===== src/rtl/fifo_rr_scheduler.sv =====
// fifo_rr_scheduler
// Read-side scheduler for a bank of N_PORTS FIFOs. Grants one non-empty FIFO
// at a time for bursts of up to MAX_BURST words. Each word goes through
// RD (pulse rd_en), CAP (capture the returned word) and OUT (hold until the
// consumer accepts it). Output is a single valid/ready channel tagged with
// the source port.
//
// Optional build macro: FIFO_SCHED_PRIO_EN
//   defined   : fixed-priority arbitration; lowest-index non-empty port wins,
//               rr_ptr is held at 0.
//   undefined : round-robin arbitration starting from rr_ptr.
module fifo_rr_scheduler #(
    parameter int N_PORTS   = 4,
    parameter int W_WIDTH   = 32,
    parameter int MAX_BURST = 4
) (
    input  logic                       clk,
    input  logic                       rst,
    input  logic                       sched_en,
    input  logic [N_PORTS-1:0]         fifo_empty,
    input  logic [N_PORTS*W_WIDTH-1:0] fifo_data,
    output logic [N_PORTS-1:0]         fifo_rd_en,
    output logic [W_WIDTH-1:0]         out_data,
    output logic [$clog2(N_PORTS)-1:0] out_port,
    output logic                       out_valid,
    input  logic                       out_ready,
    output logic                       busy
);

    localparam int PW = $clog2(N_PORTS);
    localparam int BW = $clog2(MAX_BURST + 1);

    typedef enum logic [1:0] {
        IDLE = 2'd0,
        RD   = 2'd1,
        CAP  = 2'd2,
        OUT  = 2'd3
    } state_t;

    state_t        state;
    state_t        state_next;
    logic [PW-1:0] grant;
    logic [PW-1:0] rr_ptr;
    logic [PW-1:0] arb_grant;
    logic [PW-1:0] grant_inc;
    logic [BW-1:0] burst_cnt;
    logic          arb_found;
    logic          burst_more;
    logic          handshake;

    logic [W_WIDTH-1:0] port_data [N_PORTS];

    // Split the concatenated FIFO data bus into one word per port.
    for (genvar gi = 0; gi < N_PORTS; gi++) begin : g_split
        assign port_data[gi] = fifo_data[gi*W_WIDTH +: W_WIDTH];
    end

    // Arbitration: first non-empty port searching upward from rr_ptr.
    // With FIFO_SCHED_PRIO_EN rr_ptr stays 0, so this is lowest-index-first.
    always_comb begin
        logic [PW-1:0] idx;
        // NOTE: every combinational output gets a default first so no path
        // leaves it unassigned, which would otherwise infer a latch.
        arb_found = 1'b0;
        arb_grant = '0;
        idx       = '0;
        for (int k = 0; k < N_PORTS; k++) begin
            idx = PW'((int'(rr_ptr) + k) % N_PORTS);
            if (!arb_found && !fifo_empty[idx]) begin
                arb_found = 1'b1;
                arb_grant = idx;
            end
        end
    end

    // Burst continuation and pointer-advance helpers.
    always_comb begin
        grant_inc  = (grant == PW'(N_PORTS - 1)) ? '0 : grant + 1'b1;
        burst_more = sched_en && !fifo_empty[grant] && (burst_cnt < BW'(MAX_BURST));
        handshake  = (state == OUT) && out_ready;
    end

    // State register.
    always_ff @(posedge clk) begin
        // NOTE: sequential state uses non-blocking assignments so every
        // register samples pre-edge values regardless of statement order.
        if (rst) state <= IDLE;
        else     state <= state_next;
    end

    // Next-state logic.
    always_comb begin
        state_next = state;
        case (state)
            IDLE:    if (sched_en && arb_found) state_next = RD;
            RD:      state_next = CAP;
            CAP:     state_next = OUT;
            OUT:     if (handshake) state_next = burst_more ? RD : IDLE;
            default: state_next = IDLE;
        endcase
    end

    // Outputs decoded from the state: read strobe in RD, busy outside IDLE.
    always_comb begin
        fifo_rd_en = '0;
        if ((state == RD) && !fifo_empty[grant]) fifo_rd_en[grant] = 1'b1;
        busy = (state != IDLE);
    end

    // Grant, pointer, burst counter and output registers.
    always_ff @(posedge clk) begin
        if (rst) begin
            grant     <= '0;
            rr_ptr    <= '0;
            burst_cnt <= '0;
            out_data  <= '0;
            out_port  <= '0;
            out_valid <= 1'b0;
        end else begin
            case (state)
                IDLE: begin
                    if (sched_en && arb_found) begin
                        grant     <= arb_grant;
                        burst_cnt <= '0;
                    end
                end
                CAP: begin
                    out_data  <= port_data[grant];
                    out_port  <= grant;
                    out_valid <= 1'b1;
                    burst_cnt <= burst_cnt + 1'b1;
                end
                OUT: begin
                    if (out_ready) begin
                        out_valid <= 1'b0;
                        if (!burst_more) begin
`ifdef FIFO_SCHED_PRIO_EN
                            rr_ptr <= '0;
`else
                            rr_ptr <= grant_inc;
`endif
                        end
                    end
                end
                default: ;
            endcase
        end
    end

endmodule


===== config.mk =====
export PLATFORM = sky130hd
export DESIGN_NAME = fifo_rr_scheduler
export DESIGN_NICKNAME = d
export VERILOG_FILES = /design/src/rtl/fifo_rr_scheduler.sv
export SDC_FILE = /design/constraint.sdc
export NUM_CORES = 1
export LEC_CHECK = 0
export CORE_ASPECT_RATIO = 0.5
export CORE_UTILIZATION = 39
export DETAILED_ROUTE_END_ITERATION = 12
export PLACE_DENSITY_LB_ADDON = 0.3
export SLEW_MARGIN = 30
export SYNTH_ARGS = -nofsm -noshare
export SYNTH_HDL_FRONTEND = slang
export SYNTH_SLANG_ARGS = --single-unit

===== constraint.sdc =====
create_clock -name clk -period 2.7 [get_ports clk]
set_input_delay 0.405 -clock clk [delete_from_list [all_inputs] [get_ports clk]]
set_output_delay 0.405 -clock clk [all_outputs]
set_load 0.01 [all_outputs]

# Yosys cells after proc, flatten, opt, wreduce, memory -nomap -nowiden
# Cells that the tools add are included.
# classes
reduce_logical,24
n_eq_ne,7
mux,33
n_lt_le_gt_ge,8
bitwise,2
addsub,5
# op_table
cell,n
$bmux W32 S2,1
$mux W32,2
$lt A2 B3 Y1 const B,5
$mux W2,7
$mux W1,12
$bmux W1 S2,5
$logic_and A1 B1 Y1,9
$pmux W2 S4,1
$reduce_and A2 Y1,4
$eq A2 B2 Y1 const B,3
$logic_not A1 Y1,6
$ne A2 B2 Y1 const B,3
$pmux W3 S2,1
$reduce_bool A2 Y1,3
$add A2 B1 Y2 const B,2
$add A2 B2 Y2 const B,2
$mux W4,1
$add A3 B1 Y3 const B,1
$ge A3 B3 Y1 const B,1
$lt A3 B3 Y1 const B,1
$mux W3,1
$not A2 Y3,1
$reduce_and A3 Y1,1
$demux W1 S2,1
other kinds (5),5
# totals
in_bits,136
output_inout_bits,40
elab_cells,86
reg_bits,44

# Logic depth before layout (Yosys ltp)
# Gate-level depths: netlist of the first run.
# depth
ltp_word,15
ltp_mapped,7
depth_no_buf,6

# Worst setup path before layout of the first run
# No wires, ideal clock.
# synth_path
path_kind,reg-to-output
start,reg grant[0]
end,out fifo_rd_en[0]
path_stages_with_launch,5
n_path_buf,1
required_ns,2.295
t_arrival_ns,1.422
setup_slack_ns,0.873
cell_sequence,dfxtp_1 buf_6 mux4_2 and2b_1 and2_1
# synth_between
elab_chain_cells,5
elab_cells_between_ends,10
cone_classes,order compare: 2; mux: 5; reduce/logical: 3
# synth_lines
element,line_no,source
"start, declared",42,logic [PW-1:0] grant;
"start signal, assigned",123,grant <= arb_grant;
"$lt A2 B3 Y1 (not written as such), or another cell as far along",106,if ((state == RD) && !fifo_empty[grant]) fifo_rd_en[grant] = 1'b1;
$logic_and A1 B1 Y1 (not written as such) / $mux W1 (equally long branches),106,
$mux W1 (not written as such) / $logic_not A1 Y1 (equally long branches),106,
$demux W1 S2 / $logic_and A1 B1 Y1 (equally long branches),106,
$mux W4 *,106,
"end, declared",22,"output logic [N_PORTS-1:0] fifo_rd_en,"
# Every way passes the cells marked *; elsewhere a longest branch is shown, timed or not. The select of a mux whose other input is x is not followed.

# Worst setup path in the final report of the first run
# layout_path
start,in fifo_empty[2]
end,out fifo_rd_en[0]
# layout_between
elab_chain_cells,5
# layout_lines
element,line_no,source
"start, declared",20,"input logic [N_PORTS-1:0] fifo_empty,"
$bmux W1 S2,106,
$mux W1 (not written as such),106,
$logic_not A1 Y1,106,
$logic_and A1 B1 Y1,106,
$mux W4,106,
# No other way between the ends. The select of a mux whose other input is x is not followed.

==> flow_metrics.py, run 1 <==
metrics = {
    "run_status": {
        "outcome": "finished clean",
    },
    "yosys": {
        "synth_top_cell_area_share": 0.329,
        "yosys-top-cells-area": "dfxtp_1 33%, mux4_2 25%, mux2i_1 13%, nor2_1 5.3%, ha_1 4.7%",
        "synth_seq_cells": 44,
        "synth_nets": 380,
        "yosysUniqueCellTypes": 37,
        "syn-cell-area_um2": 2680,
        "syn_inst": 234,
        "synth_warnings": 0,
        "yosysTopAreaCell": "dfxtp_1",
        "yosysSeqAreaShare": 0.329,
        "avgSynthCellArea_um2": 11.4,
    },
    "sta": {
        "drv_slew": 0,
        "worstMarginPinSlew_ns": 0.594,
        "setup_viol": 0,
        "setup_slack_ns": 0.0837,
        "fin_setup_tns_ns": 0,
        "hold_viol_final": 0,
        "fin_skew_ns": 0.00322,
        "rsz0062_at_grt": "false",
        "slew_headroom": 0.600,
        "fin_crit_sh": 0.969,
        "period_needed_ns": 2.62,
        "fmax_mhz": 382,
        "hold_ws_ns": 0.494,
    },
    "critical_path": {
        "crit_type": "input pin to output pin",
        "crit_end": "fifo_rd_en[0]",
        "required_ns": 2.30,
        "path_max_fanout": 4,
        "regToRegSetupSlack_ns": 0.94,
        "cp-end-kind": "output pin",
        "r2r_end": "out_data[17]",
        "reg2reg_depth": 5,
        "start_kind": "input pin",
        "crit_start": "fifo_empty[2]",
        "reg2reg_from": "state[0]",
        "cp.arrival_ns": 2.21,
    },
    "placed_design": {
        "dp.cells": 488,
        "dpl_cell_area_um2": 4540,
        "place_hpwl_um": 6260,
        "gp_congestion": 0.780,
        "dpl_worst_slack_ns": 0.0530,
        "io_buffers": 175,
    },
    "floorplanning": {
        "die_area_um2": 7220,
        "start_util": 0.423,
        "num_io_pins": 176,
        "core-area_um2": 6330,
        "die_x_um": 119,
        "num_rows": 20,
        "die-height_um": 60.6,
    },
    "routing": {
        "avgRoutedWirePerCell_um": 15.8,
        "antenna_left": 0,
        "drt-initial-drc-count": 99,
        "drtPass1Iterations": 5,
        "vias": 2549,
        "drc": 0,
        "viasPerCell": 5.14,
        "drt-total-wl_um": 7820,
    },
    "cells_and_area": {
        "drive_gt1_frac": 0.125,
        "fillers": 429,
        "final_cells": 496,
        "syn_to_final_growth_pct": 75.4,
        "diodes": 0,
        "utilization": 0.742,
        "multiInputGateArea_um2": 1690,
        "stdcell_area_um2": 4690,
        "regArea_um2": 882,
        "final_nets": 553,
    },
    "run": {
        "drv_cap": 0,
    },
    "hold_path": {
        "hold_class": "register to register",
        "hold_path_startpoint": "out_valid",
    },
    "pwr": {
        "power_mw": 2.78,
        "swShare": 0.311,
        "p_leak_nw": 1.72,
        "pwr-share-comb": 0.473,
        "ir_drop_mv": 0.331,
        "pwr-share-seq": 0.310,
        "power_density_nw_per_um2": 591,
        "power_switching_mw": 0.862,
        "power.internal_mw": 1.91,
        "pwr-share-clk": 0.217,
    },
    "global_routing": {
        "grt-ovfl-total": 0,
        "antenna_found_initial": 0,
        "track_usage": 0.216,
        "grt_max_degree": 46,
        "grt_pass1_vias": 2655,
        "grt_pass1_wl_um": 11900,
    },
    "clocking": {
        "cts_htree_levels": 2,
        "clock-sinks": 44,
        "cts_tree": "yes",
        "clkTransAtPathRegs_ns": 0.06,
        "clk_latency_ns": 0.28,
        "cts_setup_buffers": 0,
        "cts_made_buffers": 5,
        "root_buffer": "clkbuf_16",
        "clock_path_buffers": 2,
    },
}
cell type report:
class / count / area share
flip-flops and latches: 44 / 0.188
well taps: 88 / 0.0235
inverters: 7 / 0.00560
multi-input cells: 165 / 0.359
repair buffers: 184 / 0.393
clock buffers: 8 / 0.0312
layout by cell type (no fill, tap or decap), drive strengths merged:
master and count:
nand2 3, dfxtp 44, and2 4, inv 7, or2 1, nor2 38, nor2b 2, o22ai 1
xor2 1, dlymetal6s2s 3, o211ai 1, buf 9, or3 2, o21ai 5, o21bai 1, nand3 3
nand3b 2, a2111oi 1, a21o 1, ha 10, a221o 1, a211oi 1, clkdlybuf4s50 172, clkbuf 8
and4 1, o221a 1, and2b 1, nand4 1, mux4 33, nand2b 3, o311ai 1, mux2i 35
o31ai 1, a21oi 10
power groups by stage:
stage                     clock network (mW)  registers [mW]  logic, mW
after floorplan                            0           0.909      0.675
after global placement                     0           0.859       1.27
after detailed placement                   0           0.871       1.32
after CTS                              0.615           0.859       1.33
after global routing                   0.643           0.874       1.41
final                                  0.602           0.859       1.31
flip-flops by register name, summed over array words and instances, names as in the netlist:
signal,count
burst_cnt,3
rr_ptr,2
out_valid,1
state,2
grant,2
out_data,32
out_port,2
layer usage:
metal  share of wire  routed length (um)  global-route usage  vias up
met5               0                   0                   0        -
met4           0.014                 109              0.0669        0
met3           0.043                 335              0.0442       10
met2            0.60                4680               0.474       69
met1            0.34                2690               0.210     1254
li1                -                   -                   -     1216
cell families after synthesis:
logic type	share of synthesized area
compound gates	0.0608
xor+xnor	0.00327
fa+ha+maj	0.0468
buf+inv	0.0421
flops	0.329
mux	0.413
simple gates	0.105
critical path, cell delays in order:
cell and delay, ns:
clkdlybuf4s50_1 0.44, mux4_2 0.48, and2b_2 0.24, and2_1 0.12, clkdlybuf4s50_1 0.52
worst min path at each step:
| stage | to | cells after the start |
|---|---|---|
| final | out_valid | 2 |
| after global routing | out_valid | 2 |
| after CTS | rr_ptr[0] | 2 |
| after detailed placement | out_data[18] | 2 |
| after global placement | burst_cnt[1] | 2 |
| after floorplan | burst_cnt[1] | 2 |
cell usage after synthesis (all sizes together):
cell     number
dfxtp        44
nor2         38
mux2i        35
mux4         33
a21oi        10
ha           10
buf           9
clkbuf        9
inv           7
o21ai         5
and2          4
nand2         3
nand2b        3
nand3         3
nand3b        2
nor2b         2
or3           2
a2111oi       1
a211oi        1
a21o          1
a221o         1
and2b         1
and4          1
nand4         1
o211ai        1
o21bai        1
o221a         1
o22ai         1
o311ai        1
o31ai         1
or2           1
xor2          1
repair_timing:
action / in CTS / in global routing
hold endpoints to repair: 0 / 0
gates resized for setup: 0 / 5
endpoints found under the setup margin: 0 / 3
hold buffers: 0 / 0
(Power assumes the default switching activity.)
==> run 2: changes to the inputs <==
--- a/config.mk
+++ b/config.mk
@@ -6,6 +6,7 @@
 export NUM_CORES = 1
 export LEC_CHECK = 0
 export CORE_ASPECT_RATIO = 0.5
+export CORE_MARGIN = 1.5
 export CORE_UTILIZATION = 39
 export DETAILED_ROUTE_END_ITERATION = 12
 export PLACE_DENSITY_LB_ADDON = 0.3
==> flow_metrics.py, run 2 (synthesized netlist as in run 1, its figures left out) <==
metrics = {
    "run_status": {
        "outcome": "finished clean",
    },
    "floorplanning": {
        "die-height_um": 61.6,
        "start_util": 0.403,
        "core-area_um2": 6650,
        "num_rows": 21,
        "num_io_pins": 176,
        "die_x_um": 120,
        "die_area_um2": 7400,
    },
    "critical_path": {
        "cp_slowest_cell": "clkdlybuf4s50_1",
        "crit_path_frequent_cell": "clkdlybuf4s50_1",
        "crit_chain": "clkdlybuf4s50_1 -> mux4_2 -> and2b_1 -> and2_1 -> clkdlybuf4s50_1",
        "cp-end-kind": "output pin",
        "reg2reg_from": "state[0]",
        "path_delay_family": "buffers and inverters",
        "crit_type": "input pin to output pin",
        "required_ns": 2.30,
        "cpPeakStageDelay_ns": 0.52,
        "reg2reg_depth": 5,
        "path_max_fanout": 4,
        "crit_buf_inv": 2,
        "start_kind": "input pin",
        "cp.arrival_ns": 2.21,
        "r2r_end": "out_data[26]",
        "regToRegSetupSlack_ns": 0.91,
    },
    "clocking": {
        "ctsResizeCount": 1,
        "cts_setup_buffers": 0,
        "clk_latency_ns": 0.28,
        "clock-sinks": 44,
        "root_buffer": "clkbuf_16",
        "cts_hold_buf": 0,
        "cts_tree": "yes",
        "cts_htree_levels": 2,
        "clock_path_buffers": 2,
        "clkTransAtPathRegs_ns": 0.06,
        "cts_made_buffers": 5,
    },
    "global_routing": {
        "grt_max_degree": 39,
        "grt-ovfl-total": 0,
        "grt_pass1_wl_um": 12000,
        "antenna_found_initial": 0,
        "grt_pass1_vias": 2674,
        "track_usage": 0.213,
    },
    "sta": {
        "fin_crit_sh": 0.968,
        "setup_viol": 0,
        "period_needed_ns": 2.61,
        "setup_slack_ns": 0.0870,
        "fin_skew_ns": 0.00293,
        "slew_headroom": 0.581,
        "fmax_mhz": 383,
        "hold_ws_ns": 0.495,
        "drv_slew": 0,
        "hold_viol_final": 0,
        "worstMarginPinSlew_ns": 0.621,
    },
    "routing": {
        "viasPerCell": 5.11,
        "vias": 2553,
        "route.met3.wl_um": 378,
        "antenna_left": 0,
        "avgRoutedWirePerCell_um": 16.0,
        "wl_met2_um": 4620,
        "drtPass1Iterations": 4,
        "drc": 0,
        "drt-total-wl_um": 7990,
        "routed.top_layer": "met4",
        "drt-initial-drc-count": 77,
        "wl_met1_um": 2840,
    },
    "cells_and_area": {
        "final_cell_mix": "174 x clkdlybuf4s50_1, 43 x dfxtp_1, 38 x nor2_1",
        "diodes": 0,
        "layout_commonest_cell": "clkdlybuf4s50_1",
        "max_flop_register": "out_data",
        "final_nets": 553,
        "utilization": 0.708,
        "largest_registers": "out_data: 32 flops, burst_cnt: 3 flops",
        "largest_register_ffs": 32,
        "stdcell_area_um2": 4710,
        "drive_gt1_frac": 0.125,
        "syn_to_final_growth_pct": 75.9,
    },
    "pwr": {
        "p_leak_nw": 1.67,
        "ir_drop_mv": 0.318,
        "power_density_nw_per_um2": 604,
    },
    "placed_design": {
        "io_buffers": 175,
        "gp_congestion": 0.728,
        "dpl_cell_area_um2": 4540,
        "place_hpwl_um": 6500,
        "dpl_worst_slack_ns": -0.00360,
    },
    "hold_path": {
        "worstHoldPathCells": 2,
        "hold_path_startpoint": "out_data[25]",
        "hold_class": "register to register",
        "hold_end": "out_data[25]",
    },
    "run": {
        "drv_cap": 0,
    },
}
run 2: worst min-delay path: stages, from the launching register on:
cell and delay [ns]:
dfxtp_1 0.32, mux2i_1 0.06, nor2_1 0.07
run 2: stage by stage:
step	power (mW)	std cells	setup TNS (ns)
after global placement	2.13	492	0
after detailed placement	2.19	492	-0.00360
final	2.84	500	0
after floorplan	1.58	234	0
after CTS	2.87	500	0
after global routing	3.02	500	-0.00477
run 2: worst max path at each step:
| stage | from | slack, ns | endpoint | depth (start not counted) |
|---|---|---|---|---|
| after floorplan | grant[0] | 0.87 | fifo_rd_en[0] | 4 |
| after global placement | fifo_empty[2] | 0.04 | fifo_rd_en[2] | 5 |
| after detailed placement | fifo_empty[2] | -0.004 | fifo_rd_en[2] | 5 |
| after CTS | fifo_empty[3] | 0.08 | fifo_rd_en[2] | 5 |
| after global routing | fifo_empty[3] | -0.005 | fifo_rd_en[2] | 5 |
| final | fifo_empty[3] | 0.09 | fifo_rd_en[2] | 5 |
run 2: area by class of cell:
| class | instances | area (um2) |
|---|---|---|
| repair buffers | 184 | 1830 |
| inverters | 7 | 26.3 |
| clock buffers | 6 | 129 |
| fillers | 494 | 1940 |
| multi-input cells | 165 | 1690 |
| flip-flops and latches | 44 | 882 |
| clock inverters | 2 | 35.0 |
| well taps | 92 | 115 |
run 2: where the power goes:
group | internal, mW | switching [mW] | total [mW]
clock | 0.435 | 0.236 | 0.671
sequential | 0.781 | 0.0743 | 0.855
combinational | 0.762 | 0.556 | 1.32
run 2: routing by layer:
| metal | GRT usage | vias to the layer above |
|---|---|---|
| met5 | 0 | - |
| met4 | 0.0748 | 0 |
| met3 | 0.0444 | 13 |
| met2 | 0.460 | 88 |
| met1 | 0.209 | 1236 |
| li1 | - | 1216 |
==> run 3: changes to the inputs <==
--- a/config.mk
+++ b/config.mk
@@ -7,7 +7,7 @@
 export LEC_CHECK = 0
 export CORE_ASPECT_RATIO = 0.5
 export CORE_MARGIN = 1.5
-export CORE_UTILIZATION = 39
+export CORE_UTILIZATION = 36
 export DETAILED_ROUTE_END_ITERATION = 12
 export PLACE_DENSITY_LB_ADDON = 0.3
 export SLEW_MARGIN = 30
==> constraint.sdc (replaced) <==
create_clock -name clk -period 2.95 [get_ports clk]
set_input_delay 0.4425 -clock clk [delete_from_list [all_inputs] [get_ports clk]]
set_output_delay 0.4425 -clock clk [all_outputs]
set_load 0.01 [all_outputs]
==> flow_metrics.py, run 3 (synthesized netlist as in run 1, its figures left out) <==
metrics = {
    "cells_and_area": {
        "fillers": 535,
        "syn_to_final_growth_pct": 74.8,
        "layout_commonest_cell": "clkdlybuf4s50_1",
        "diodes": 0,
        "final_nets": 549,
        "final_cells": 496,
        "max_flop_register": "out_data",
        "final_cell_mix": "175 x clkdlybuf4s50_1, 42 x dfxtp_1, 38 x nor2_1",
        "drive_gt1_frac": 0.121,
        "multiInputGateArea_um2": 1690,
        "regArea_um2": 883,
        "largest_registers": "out_data: 32 flops, burst_cnt: 3 flops",
        "largest_register_ffs": 32,
    },
    "critical_path": {
        "crit_chain": "clkdlybuf4s50_1 -> mux4_2 -> and2b_1 -> and2_1 -> clkdlybuf4s50_1",
        "start_kind": "input pin",
        "crit_type": "input pin to output pin",
        "crit_path_frequent_cell": "clkdlybuf4s50_1",
        "regToRegSetupSlack_ns": 1.11,
        "path_delay_family": "buffers and inverters",
        "crit_start": "fifo_empty[3]",
        "cp.arrival_ns": 2.40,
        "path_max_fanout": 6,
        "cpPeakStageDelay_ns": 0.56,
        "crit_end": "fifo_rd_en[2]",
        "reg2reg_from": "grant[0]",
        "reg2reg_depth": 4,
        "crit_buf_inv": 2,
        "cp_num_cells": 5,
        "cp_slowest_cell": "mux4_2",
        "cp-end-kind": "output pin",
        "r2r_end": "out_data[2]",
        "required_ns": 2.51,
    },
    "sta": {
        "worstMarginPinSlew_ns": 0.643,
        "period_needed_ns": 2.84,
        "fin_crit_sh": 0.964,
        "hold_viol_final": 0,
        "rsz0062_at_grt": "false",
        "fin_skew_ns": 0.00443,
        "setup_viol": 0,
        "fmax_mhz": 352,
        "drv_slew": 0,
        "slew_headroom": 0.572,
        "hold_ws_ns": 0.490,
        "fin_setup_tns_ns": 0,
        "setup_slack_ns": 0.105,
    },
    "placed_design": {
        "io_buffers": 175,
        "gp_congestion": 0.739,
        "place_hpwl_um": 5940,
        "dpl_worst_slack_ns": 0.104,
        "dp.cells": 488,
    },
    "routing": {
        "drt-total-wl_um": 7450,
        "vias": 2499,
        "drc": 0,
        "drt-initial-drc-count": 84,
        "viasPerCell": 5.04,
        "antenna_left": 0,
        "drtPass1Iterations": 4,
        "avgRoutedWirePerCell_um": 15.0,
    },
    "floorplanning": {
        "num_io_pins": 176,
        "num_rows": 21,
        "start_util": 0.386,
        "core-area_um2": 6940,
        "die-height_um": 64.0,
        "die_area_um2": 7990,
        "die_x_um": 125,
    },
    "clocking": {
        "cts_setup_buffers": 0,
        "clkTransAtPathRegs_ns": 0.06,
        "clock-sinks": 44,
        "cts_htree_levels": 2,
        "cts_hold_buf": 0,
        "root_buffer": "clkbuf_16",
        "clk_latency_ns": 0.28,
        "cts_tree": "yes",
        "clock_path_buffers": 2,
        "ctsResizeCount": 0,
        "cts_made_buffers": 5,
    },
    "global_routing": {
        "grt_max_degree": 39,
        "grt_pass1_wl_um": 12300,
        "antenna_found_initial": 0,
        "grt-ovfl-total": 0,
        "grt_pass1_vias": 2657,
        "track_usage": 0.189,
    },
    "run": {
        "drv_cap": 0,
    },
    "run_status": {
        "outcome": "finished clean",
    },
    "pwr": {
        "ir_drop_mv": 0.308,
        "power_density_nw_per_um2": 557,
        "p_leak_nw": 1.66,
    },
    "hold_path": {
        "hold_class": "register to register",
    },
}
==> run 3: worst min-delay path by stage <==
stage	startpoint	end	cells after the start
floorplan	burst_cnt[1]	burst_cnt[1]	2
global placement	burst_cnt[1]	burst_cnt[1]	2
detailed placement	out_data[27]	out_data[27]	2
CTS	burst_cnt[1]	burst_cnt[1]	2
global route	burst_cnt[1]	burst_cnt[1]	2
finish	burst_cnt[1]	burst_cnt[1]	2
==> run 3: tightest hold or removal path: stages (launching register included) <==
cell and delay, ns:
dfxtp_1 0.31, o21ai_0 0.07, a21oi_1 0.06
==> run 3: cell type report <==
cell class,count,share of cell area
inverters,7,0.00562
multi-input cells,165,0.360
well taps,92,0.0246
flip-flops and latches,44,0.189
clock inverters,2,0.00829
clock buffers,6,0.0297
repair buffers,180,0.383
==> run 3: where the power goes <==
group          internal (mW)  switching [mW]
Sequential             0.715          0.0685
Combinational          0.684           0.493
Clock                  0.424           0.220
Total                   1.82           0.782
==> run 3: per-stage QoR <==
stage / total power, mW / cell area [um2] / util
after detailed placement: 1.98 / 4500 / 0.649
after CTS: 2.64 / 4680 / 0.674
final: 2.61 / 4680 / 0.674
after global routing: 2.77 / 4680 / 0.674
after floorplan: 1.45 / 2680 / -
after global placement: 1.93 / 4500 / 0.649
==> run 3: per-layer routing <==
metal,track usage,part of all wire,up-vias
met5,0,0,-
met2,0.368,0.56,71
met1,0.212,0.39,1208
met3,0.0427,0.047,10
met4,0.0426,0.0099,0
li1,-,-,1210
